==> config.mk <==
export PLATFORM = sky130hd
export DESIGN_NAME = router_1_arbiter_flat
export DESIGN_NICKNAME = d
export VERILOG_FILES = /design/src/rtl/router_1_arbiter_pkg.sv /design/src/rtl/router_1_arbiter_if.sv /design/src/rtl/router_1_credit_cnt.sv /design/src/rtl/router_1_arbiter.sv /design/src/flat_wrapper.sv
export SDC_FILE = /design/constraint.sdc
export NUM_CORES = 1
export LEC_CHECK = 0
export ABC_AREA = 1
export BUFFER_PORTS_ARGS = -buffer_cell sky130_fd_sc_hd__buf_4
export CAP_MARGIN = 5
export CORE_UTILIZATION = 52
export DETAILED_ROUTE_END_ITERATION = 16
export PLACE_DENSITY = 0.84
export SETUP_SLACK_MARGIN = 0.15
export SLEW_MARGIN = 0
export SYNTH_ARGS = -nofsm -noshare
export SYNTH_HDL_FRONTEND = slang
export SYNTH_HIERARCHICAL = 1
export SYNTH_SLANG_ARGS = --single-unit
==> constraint.sdc <==
create_clock -name clk -period 5.1 [get_ports clk]
set_input_delay 0 -clock clk [delete_from_list [all_inputs] [get_ports clk]]
set_output_delay 0 -clock clk [all_outputs]
set_load 0.005 [all_outputs]
==> src/rtl/router_1_arbiter_pkg.sv <==
// Shared definitions for the router_1 output-port arbiter: crossbar port codes,
// credit counter width and the round-robin pick helper.
package router_1_arbiter_pkg;

  localparam logic [2:0] W_PORT  = 3'd2;
  localparam logic [2:0] S_PORT  = 3'd3;
  localparam logic [2:0] L_PORT  = 3'd4;
  localparam logic [2:0] NO_PORT = 3'd7;

  localparam int CNT_W = 4;

  typedef enum logic [1:0] {
    PTR_W = 2'd0,
    PTR_S = 2'd1,
    PTR_L = 2'd2
  } port_e;

  // Cyclic W->S->L->W search that starts just after the last-granted port.
  // Only meaningful when at least one request is high.
  function automatic port_e rr_pick(input port_e last, input logic w_req,
                                    input logic s_req, input logic l_req);
    port_e win;
    win = PTR_W;
    case (last)
      PTR_W:   win = s_req ? PTR_S : (l_req ? PTR_L : PTR_W);
      PTR_S:   win = l_req ? PTR_L : (w_req ? PTR_W : PTR_S);
      default: win = w_req ? PTR_W : (s_req ? PTR_S : PTR_L);
    endcase
    return win;
  endfunction

endpackage

==> src/rtl/router_1_arbiter_if.sv <==
// Bundle between the three input FIFOs, the arbiter and the downstream credit
// return. master = upstream side, slave = arbiter.
interface router_1_arbiter_if;

  // Handshake: x_req says the FIFO head is valid and routed here; x_grant is a
  // same-cycle pop strobe, asserted only while x_req is high and a credit is free.
  logic       W_req;
  logic       S_req;
  logic       L_req;
  logic       W_tail;
  logic       S_tail;
  logic       L_tail;
  logic       credit_in;
  logic [2:0] sel_out;
  logic       W_grant;
  logic       S_grant;
  logic       L_grant;
  logic       credit_err;

  modport master (
    output W_req, S_req, L_req, W_tail, S_tail, L_tail, credit_in,
    input  sel_out, W_grant, S_grant, L_grant, credit_err
  );

  modport slave (
    input  W_req, S_req, L_req, W_tail, S_tail, L_tail, credit_in,
    output sel_out, W_grant, S_grant, L_grant, credit_err
  );

endinterface

==> src/rtl/router_1_credit_cnt.sv <==
// Downstream buffer credit counter with saturation and a sticky overflow flag
// raised when a credit returns while the counter is already full.
module router_1_credit_cnt
  import router_1_arbiter_pkg::*;
#(
  parameter int CREDITS = 4
) (
  input  logic             clk,
  input  logic             rst,
  input  logic             dec_i,
  input  logic             inc_i,
  output logic [CNT_W-1:0] credits_o,
  output logic             avail_o,
  output logic             err_o
);

  localparam logic [CNT_W-1:0] FULL = CNT_W'(CREDITS);
  localparam logic [CNT_W-1:0] ONE  = CNT_W'(1);

  logic [CNT_W-1:0] cnt_q, cnt_d;
  logic             err_q, err_d;

  // A transfer and a returned credit in the same cycle cancel out.
  always_comb begin
    cnt_d = cnt_q;
    err_d = err_q;
    case ({dec_i, inc_i})
      2'b10: cnt_d = cnt_q - ONE;
      2'b01: begin
        if (cnt_q == FULL) err_d = 1'b1;
        else               cnt_d = cnt_q + ONE;
      end
      default: ;
    endcase
  end

  always_ff @(posedge clk) begin
    if (!rst) begin
      cnt_q <= FULL;
      err_q <= 1'b0;
    end else begin
      cnt_q <= cnt_d;
      err_q <= err_d;
    end
  end

  assign credits_o = cnt_q;
  assign avail_o   = (cnt_q != '0);
  assign err_o     = err_q;

endmodule

==> src/rtl/router_1_arbiter.sv <==
// Round-robin wormhole arbiter for one router output port: locks onto a packet
// from W, S or L until its tail flit, gated by downstream credits.
module router_1_arbiter
  import router_1_arbiter_pkg::*;
#(
  parameter int CREDITS = 4
) (
  input  logic                   clk,
  input  logic                   rst,
  router_1_arbiter_if.slave      bus,
  output logic [1:0]             state_o,
  output logic [1:0]             ptr_o,
  output logic [CNT_W-1:0]       credits_o
);

  typedef enum logic [1:0] {
    IDLE  = 2'd0,
    GNT_W = 2'd1,
    GNT_S = 2'd2,
    GNT_L = 2'd3
  } state_e;

  state_e     state_q, state_d;
  port_e      ptr_q, ptr_d;
  port_e      winner;
  logic       any_req;
  logic       avail;
  logic       xfer;
  logic       gnt_w, gnt_s, gnt_l;
  logic [2:0] sel;

  assign any_req = bus.W_req | bus.S_req | bus.L_req;

  always_comb begin
    state_d = state_q;
    ptr_d   = ptr_q;
    xfer    = 1'b0;
    gnt_w   = 1'b0;
    gnt_s   = 1'b0;
    gnt_l   = 1'b0;
    sel     = NO_PORT;
    winner  = rr_pick(ptr_q, bus.W_req, bus.S_req, bus.L_req);
    case (state_q)
      IDLE: begin
        if (any_req) begin
          ptr_d = winner;
          case (winner)
            PTR_W:   state_d = GNT_W;
            PTR_S:   state_d = GNT_S;
            default: state_d = GNT_L;
          endcase
        end
      end
      // While locked, other ports are ignored; no request or no credit = stall.
      GNT_W: begin
        if (bus.W_req && avail) begin
          xfer  = 1'b1;
          gnt_w = 1'b1;
          sel   = W_PORT;
          if (bus.W_tail) state_d = IDLE;
        end
      end
      GNT_S: begin
        if (bus.S_req && avail) begin
          xfer  = 1'b1;
          gnt_s = 1'b1;
          sel   = S_PORT;
          if (bus.S_tail) state_d = IDLE;
        end
      end
      default: begin
        if (bus.L_req && avail) begin
          xfer  = 1'b1;
          gnt_l = 1'b1;
          sel   = L_PORT;
          if (bus.L_tail) state_d = IDLE;
        end
      end
    endcase
    // A reset cycle never pops a FIFO, even if the lock was active.
    if (!rst) begin
      xfer  = 1'b0;
      gnt_w = 1'b0;
      gnt_s = 1'b0;
      gnt_l = 1'b0;
      sel   = NO_PORT;
    end
  end

  always_ff @(posedge clk) begin
    if (!rst) begin
      state_q <= IDLE;
      ptr_q   <= PTR_L;
    end else begin
      state_q <= state_d;
      ptr_q   <= ptr_d;
    end
  end

  router_1_credit_cnt #(
    .CREDITS (CREDITS)
  ) u_credit_cnt (
    .clk       (clk),
    .rst       (rst),
    .dec_i     (xfer),
    .inc_i     (bus.credit_in),
    .credits_o (credits_o),
    .avail_o   (avail),
    .err_o     (bus.credit_err)
  );

  assign bus.W_grant = gnt_w;
  assign bus.S_grant = gnt_s;
  assign bus.L_grant = gnt_l;
  assign bus.sel_out = sel;
  assign state_o     = state_q;
  assign ptr_o       = ptr_q;

endmodule
==> src/flat_wrapper.sv <==
// flat-port wrapper written by rule: the top's interface ports become plain ports
module router_1_arbiter_flat import router_1_arbiter_pkg::*;
#(
  parameter int CREDITS = 4
)
  (clk, rst, state_o, ptr_o, credits_o, bus_W_req, bus_S_req, bus_L_req, bus_W_tail, bus_S_tail, bus_L_tail, bus_credit_in, bus_sel_out, bus_W_grant, bus_S_grant, bus_L_grant, bus_credit_err);
  router_1_arbiter_if bus_i ();
  input  logic clk;
  input  logic rst;
  output logic [1:0] state_o;
  output logic [1:0] ptr_o;
  output logic [CNT_W-1:0] credits_o;
  input wire logic [$bits(bus_i.W_req)-1:0] bus_W_req;
  input wire logic [$bits(bus_i.S_req)-1:0] bus_S_req;
  input wire logic [$bits(bus_i.L_req)-1:0] bus_L_req;
  input wire logic [$bits(bus_i.W_tail)-1:0] bus_W_tail;
  input wire logic [$bits(bus_i.S_tail)-1:0] bus_S_tail;
  input wire logic [$bits(bus_i.L_tail)-1:0] bus_L_tail;
  input wire logic [$bits(bus_i.credit_in)-1:0] bus_credit_in;
  output wire logic [$bits(bus_i.sel_out)-1:0] bus_sel_out;
  output wire logic [$bits(bus_i.W_grant)-1:0] bus_W_grant;
  output wire logic [$bits(bus_i.S_grant)-1:0] bus_S_grant;
  output wire logic [$bits(bus_i.L_grant)-1:0] bus_L_grant;
  output wire logic [$bits(bus_i.credit_err)-1:0] bus_credit_err;
  assign bus_i.W_req = bus_W_req;
  assign bus_i.S_req = bus_S_req;
  assign bus_i.L_req = bus_L_req;
  assign bus_i.W_tail = bus_W_tail;
  assign bus_i.S_tail = bus_S_tail;
  assign bus_i.L_tail = bus_L_tail;
  assign bus_i.credit_in = bus_credit_in;
  assign bus_sel_out = bus_i.sel_out;
  assign bus_W_grant = bus_i.W_grant;
  assign bus_S_grant = bus_i.S_grant;
  assign bus_L_grant = bus_i.L_grant;
  assign bus_credit_err = bus_i.credit_err;
  router_1_arbiter #(.CREDITS(CREDITS)) u_core (.clk(clk), .rst(rst), .bus(bus_i), .state_o(state_o), .ptr_o(ptr_o), .credits_o(credits_o));
endmodule
Yosys cells after proc, flatten, opt, wreduce, memory -nomap -nowiden
Cells that the tools add are included.
{ "classes": {"add_sub_neg": 2, "n_eq_ne": 13, "mux": 34, "n_reduce_logical": 15, "bitwise": 2} }
{ "op_table": {"columns": ["op", "n"], "rows": [
  ["2-to-1 mux 2 bit", 13],
  ["nonzero test 4 bit", 3],
  ["2-to-1 mux 1 bit", 11],
  ["2-to-1 mux 3 bit", 3],
  ["one-hot mux 3 bit (3 select lines)", 1],
  ["equality test 2 x 1 -> 1 bit (second input constant)", 4],
  ["one-hot mux 2 bit (2 select lines)", 2],
  ["one-hot mux 4 bit (2 select lines)", 1],
  ["AND reduction 7 bit", 1],
  ["zero test 2 bit", 3],
  ["inequality test 2 x 1 -> 1 bit (second input constant)", 3],
  ["inequality test 2 bit (second input constant)", 3],
  ["one-hot mux 2 bit (3 select lines)", 1],
  ["AND reduction 2 bit", 3],
  ["adder 4 x 1 -> 4 bit (second input constant)", 1],
  ["equality test 2 bit (second input constant)", 2],
  ["equality test 4 x 3 -> 1 bit (second input constant)", 1],
  ["2-to-1 mux 4 bit", 1],
  ["subtractor 4 x 1 -> 4 bit (second input constant)", 1],
  ["logical AND 1 bit", 3],
  ["one-hot mux 1 bit (3 select lines)", 1],
  ["OR reduction 3 bit", 1],
  ["OR 1 bit", 2],
  ["nonzero test 2 bit", 1]
]} }
{ "totals": {"elab_cells": 70, "register_bits": 9, "out_inout_bits": 15, "inputBits": 9} }

Logic depth before layout (Yosys ltp)
{ "depth": {"ltp_word": 8, "ltp_mapped": 16, "mapped_depth_nobuf": 16} }

Modules after synthesis
Netlist, hierarchy kept.
{ "by_module_without_submodules": {"columns": ["module", "seq_area_each_um2", "instances", "cells_each", "area_per_inst_um2"], "rows": [
  ["router_1_credit_cnt", 100.1, 1, 58, 377.9],
  ["router_1_arbiter", 80.1, 1, 54, 331.6]
]} }

Worst setup path before layout
No wires, ideal clock.
{ "synth_path": {"path_kind": "register to register", "start": "reg u_core.u_credit_cnt.cnt_q[0] (netlist: u_core/u_credit_cnt/credits_o[0])", "end": "reg u_core.u_credit_cnt.cnt_q[3] (netlist: u_core/u_credit_cnt/credits_o[3])", "slack_ps": 3005, "synth_period_minus_slack_ps": 2095, "stages_incl_launch_ff": 17, "n_path_buf": 0, "arrival_time_ps": 2031, "t_required_ps": 5036, "setup_ps": 64, "path_cell_list": "dfxtp_1 > nor2_4 > nand2_1 > nand2_1 > nor3_2 > nor2_1 > o31ai_1 > inv_2 > nand2_2 > ha_1 > nand2_1 > nand2_1 > nor2_1 > nand2_1 > nand2_1 > nor2_1 > nor2_1"} }
{ "synth_between": {"elab_chain_cells": 8, "word_cells_on_any_way": 19, "classes_between": "add/sub (2); eq/ne (4); mux (7); reduce/logical (6)"} }
{ "synth_rtl": {"columns": ["element", "line_no", "text"], "rows": [
  ["start, declared", "router_1_credit_cnt.sv:20", "logic [CNT_W-1:0] cnt_q, cnt_d;"],
  ["start signal, assigned", "router_1_credit_cnt.sv:42", "cnt_q <= cnt_d;"],
  ["nonzero test 4 bit (*)", "router_1_credit_cnt.sv:48", "assign avail_o = (cnt_q != '0);"],
  ["net u_core.avail", "router_1_arbiter.sv:27", "logic avail;"],
  ["logical AND 1 bit (on tied branches)", "router_1_arbiter.sv:72, router_1_arbiter.sv:56, router_1_arbiter.sv:64", null],
  ["2-to-1 mux 1 bit (on tied branches)", "router_1_arbiter.sv:72, router_1_arbiter.sv:56, router_1_arbiter.sv:64", null],
  ["one-hot mux 1 bit (3 select lines) (*)", "router_1_arbiter.sv:43", "case (state_q)"],
  ["2-to-1 mux 1 bit (*)", "router_1_arbiter.sv:81", "if (!rst) begin"],
  ["net u_core.xfer", "router_1_arbiter.sv:28", "logic xfer;"],
  ["equality test 2 x 1 -> 1 bit or equality test 2 bit (tied branches)", "router_1_credit_cnt.sv:27", "case ({dec_i, inc_i})"],
  ["inequality test 2 bit (no source line) or nonzero test 2 bit (tied branches)", null, null],
  ["AND reduction 2 bit (no source line)", null, null]
]} }
Mark *: on every way through the listed nets, which the timed path passes. The rest lies on a longest branch. The select of a mux whose other input is x is not followed.
A chain may end at the register's enable or synchronous reset.

Final worst setup path
Same ends and word-level chain as after synthesis.

==> impl_metrics.tcl <==
set metrics [dict create \
    yosysSeqAreaShare 0.254 \
    crit_start "u_core/u_credit_cnt/credits_o[0]" \
    tns_ns 0 \
    synth.largest_area_cell "dfxtp_1" \
    crit_fanout 7 \
    critical-path-slowest-cell "dfxtp_1" \
    cts_tree "done" \
    htree_levels 1 \
    fp.dieArea_sq_um 1520 \
    finalCritPeriodShare 0.453 \
    max_slew_margin 0.826 \
    netlist_top_cells_area "dfxtp_1 25%, nand2_1 13%, nand3_1 12%" \
    clock_sinks 9 \
    yosysWarnings 6 \
    p_switching_mw 0.229 \
    worstPathCellList "nor2_4 -> nand2_1 -> nand2_1 -> nor3_2 -> nor2_1 -> o31ai_1 -> inv_2 -> nand2_2 -> ha_1 -> nand2_1 -> nand2_1 -> nor2_1 -> nand2_1 -> nand2_1 -> nor2_1 -> nor2_1" \
    tightestPinTransition_ns 0.259 \
    worstHoldStart "bus_W_req" \
    gp_congestion 0.781 \
    criticalPathCategory "reg2reg" \
    synth_top_area_share 0.254 \
    grt_pass1_vias 705 \
    synth_enable_flop_cells 0 \
    route.detailed.drc 0 \
    cts_buffer_depth 2 \
    hold_class "in2reg" \
    syn-num-nets 124 \
    cp_common_cell "nand2_1" \
    r2r_start "u_core/u_credit_cnt/credits_o[0]" \
    cts_root_buf "clkbuf_4" \
    swShare 0.469 \
    slowest_delay_ns 0.47 \
    combPwrFrac 0.590 \
    vias 806 \
    startpoint_type "register" \
    numPortBuffers 23 \
    timing.final.ws_setup_ns 2.79 \
    arrival_ns 2.52 \
    finalNetCount 153 \
    leakage_nw 0.496 \
    dr.first_iter.drc_count 18 \
    postSynthCellCount 112 \
    grt_pass1_wl_mm 2.86 \
    pre_cts_slack_ns 2.83 \
    p_int_mw 0.260 \
    fin_worst_skew_ns 0.0129 \
    path_clk_slew_ns 0.07 \
    async_reset_ff_frac 0 \
    p_clk_frac 0.117 \
    first_pass_iters 4 \
    ir_drop_v 0.000343 \
    grtUsageTotal 0.279 \
    drt_wl_total_mm 1.79 \
    ys_types 24 \
    post_cts_buffers 0 \
    setup_viol 0 \
    final_cell_mix "25 x nand2_1, 23 x buf_4, 17 x nor2_1, 17 x nand3_1, 15 x inv_1" \
    met2_usage 0.450 \
    final_util 0.789 \
    power_frac_seq 0.293 \
    wl_per_cell_um 11.6 \
    maxCapViolCount 0 \
    drive_gt1_frac 0.300 \
    syn_area_per_cell_sq_um 6.33 \
    n_antenna_cell 0 \
    grt_use_met1 0.349 \
    reg2reg_slack_ns 2.79 \
    critPathRequiredTime_ns 5.31 \
    whs_ns 0.167 \
    ant_nets 0 \
    insertion_delay_ns 0.26 \
    end_kind "register" \
    finalCriticalPeriod_ns 2.31 \
    io_pins 24 \
    hold_violations 0 \
    cts_buffers 3 \
    rsz0062_at_grt "false" \
    slew_violations 0 \
    top_usage_layer "met2" \
    row_count 12 \
    area_growth_pct 31.9 \
    fmax_ghz 0.433 \
    fp.dieH_um 38.9 \
    synth_seq_cells 9 \
    syn_area_sq_um 709 \
    hpwl_mm 1.43 \
    die_w_um 38.9 \
    grt_max_degree 9 \
    globalRoute.totalOverflow 0 \
    synth-main-ff-cell "dfxtp_1" \
    vias_per_cell 5.23 \
    antenna_found_initial 0 \
    outcome "completed" \
    start_util 0.598 \
    coreArea_sq_um 1190 \
    power.density_nw_per_um2 523 \
    use_met3 0.0636 \
    layout_commonest_cell "nand2_1" \
]
-- layout make-up --
type / instances / area [sq um]
Multi-Input combinational cell: 84 / 457
Fill cell: 96 / 250
Timing Repair Buffer: 24 / 183
Sequential cell: 9 / 180
Inverter: 19 / 72.6
Clock buffer: 4 / 26.3
Tap cell: 14 / 17.5
-- path summary, 6_finish.rpt --
path,endpoint,cells past startpoint
worst max-delay path,u_core/u_credit_cnt/credits_o[3],16
worst min-delay path,u_core/ptr_o[0],4
worst max register to register,u_core/u_credit_cnt/credits_o[3],16
worst min register to register,u_core/u_credit_cnt/err_o,1
-- through the flow --
step	power, mW	instances	instance area (sq um)
6_report	0.489	154	936
5_1_grt	0.539	154	936
4_1_cts	0.488	154	936
3_5_place_dp	0.427	149	900
3_3_place_gp	0.415	149	900
2_1_floorplan	0.327	112	709
-- per-layer routing --
| layer | share of wire | up-vias |
|---|---|---|
| met5 | 0 | - |
| met4 | 0.0061 | 0 |
| met3 | 0.075 | 2 |
| met2 | 0.46 | 36 |
| met1 | 0.45 | 351 |
| li1 | - | 417 |
-- registers in the layout, indices dropped and copies added, names as in the netlist --
signal,flops
u_core/ptr_o,2
u_core/state_o,2
u_core/u_credit_cnt/credits_o,4
u_core/u_credit_cnt/err_o,1
-- synthesized netlist by cell type (2+ instances only) --
cell and n:
nand2_1 25, nand3_1 17, nor2_1 17, inv_1 15, dfxtp_1 9, a21oi_2 3, inv_2 3, nand2_2 3
nand3_2 3, a21oi_1 2, ha_1 2
-- power groups by stage --
stage | registers, mW | logic [mW] | clock network (mW)
2_1_floorplan | 0.141 | 0.186 | 0
3_3_place_gp | 0.143 | 0.272 | 0
3_5_place_dp | 0.145 | 0.282 | 0
4_1_cts | 0.144 | 0.286 | 0.0584
5_1_grt | 0.148 | 0.328 | 0.0621
6_report | 0.143 | 0.289 | 0.0570
-- cells by family after synthesis --
| group | count (synthesis) | share of synthesized area |
|---|---|---|
| adders and majority gates | 3 | 0.0635 |
| xor gates and xnor gates | 1 | 0.0123 |
| DFF | 9 | 0.254 |
| and+or+nand+nor | 69 | 0.457 |
| buffers and inverters | 19 | 0.102 |
| AOI/OAI and AO/OA | 11 | 0.111 |
-- critical path, delay by kind of cell, from the launching register on --
kind / cells / cell delay, ns
buffers and inverters: 1 / 0.09
AND/OR/NAND/NOR: 13 / 1.29
adder cells (fa/ha/maj): 1 / 0.31
AO/OA/AOI/OAI: 1 / 0.08
flip-flops: 1 / 0.47
-- repair_timing --
item | in CTS | in global routing
hold buffers | 1 | 0
hold endpoints to repair | 1 | 0
gates resized for setup | 0 | 0
(Power assumes the default switching activity.)
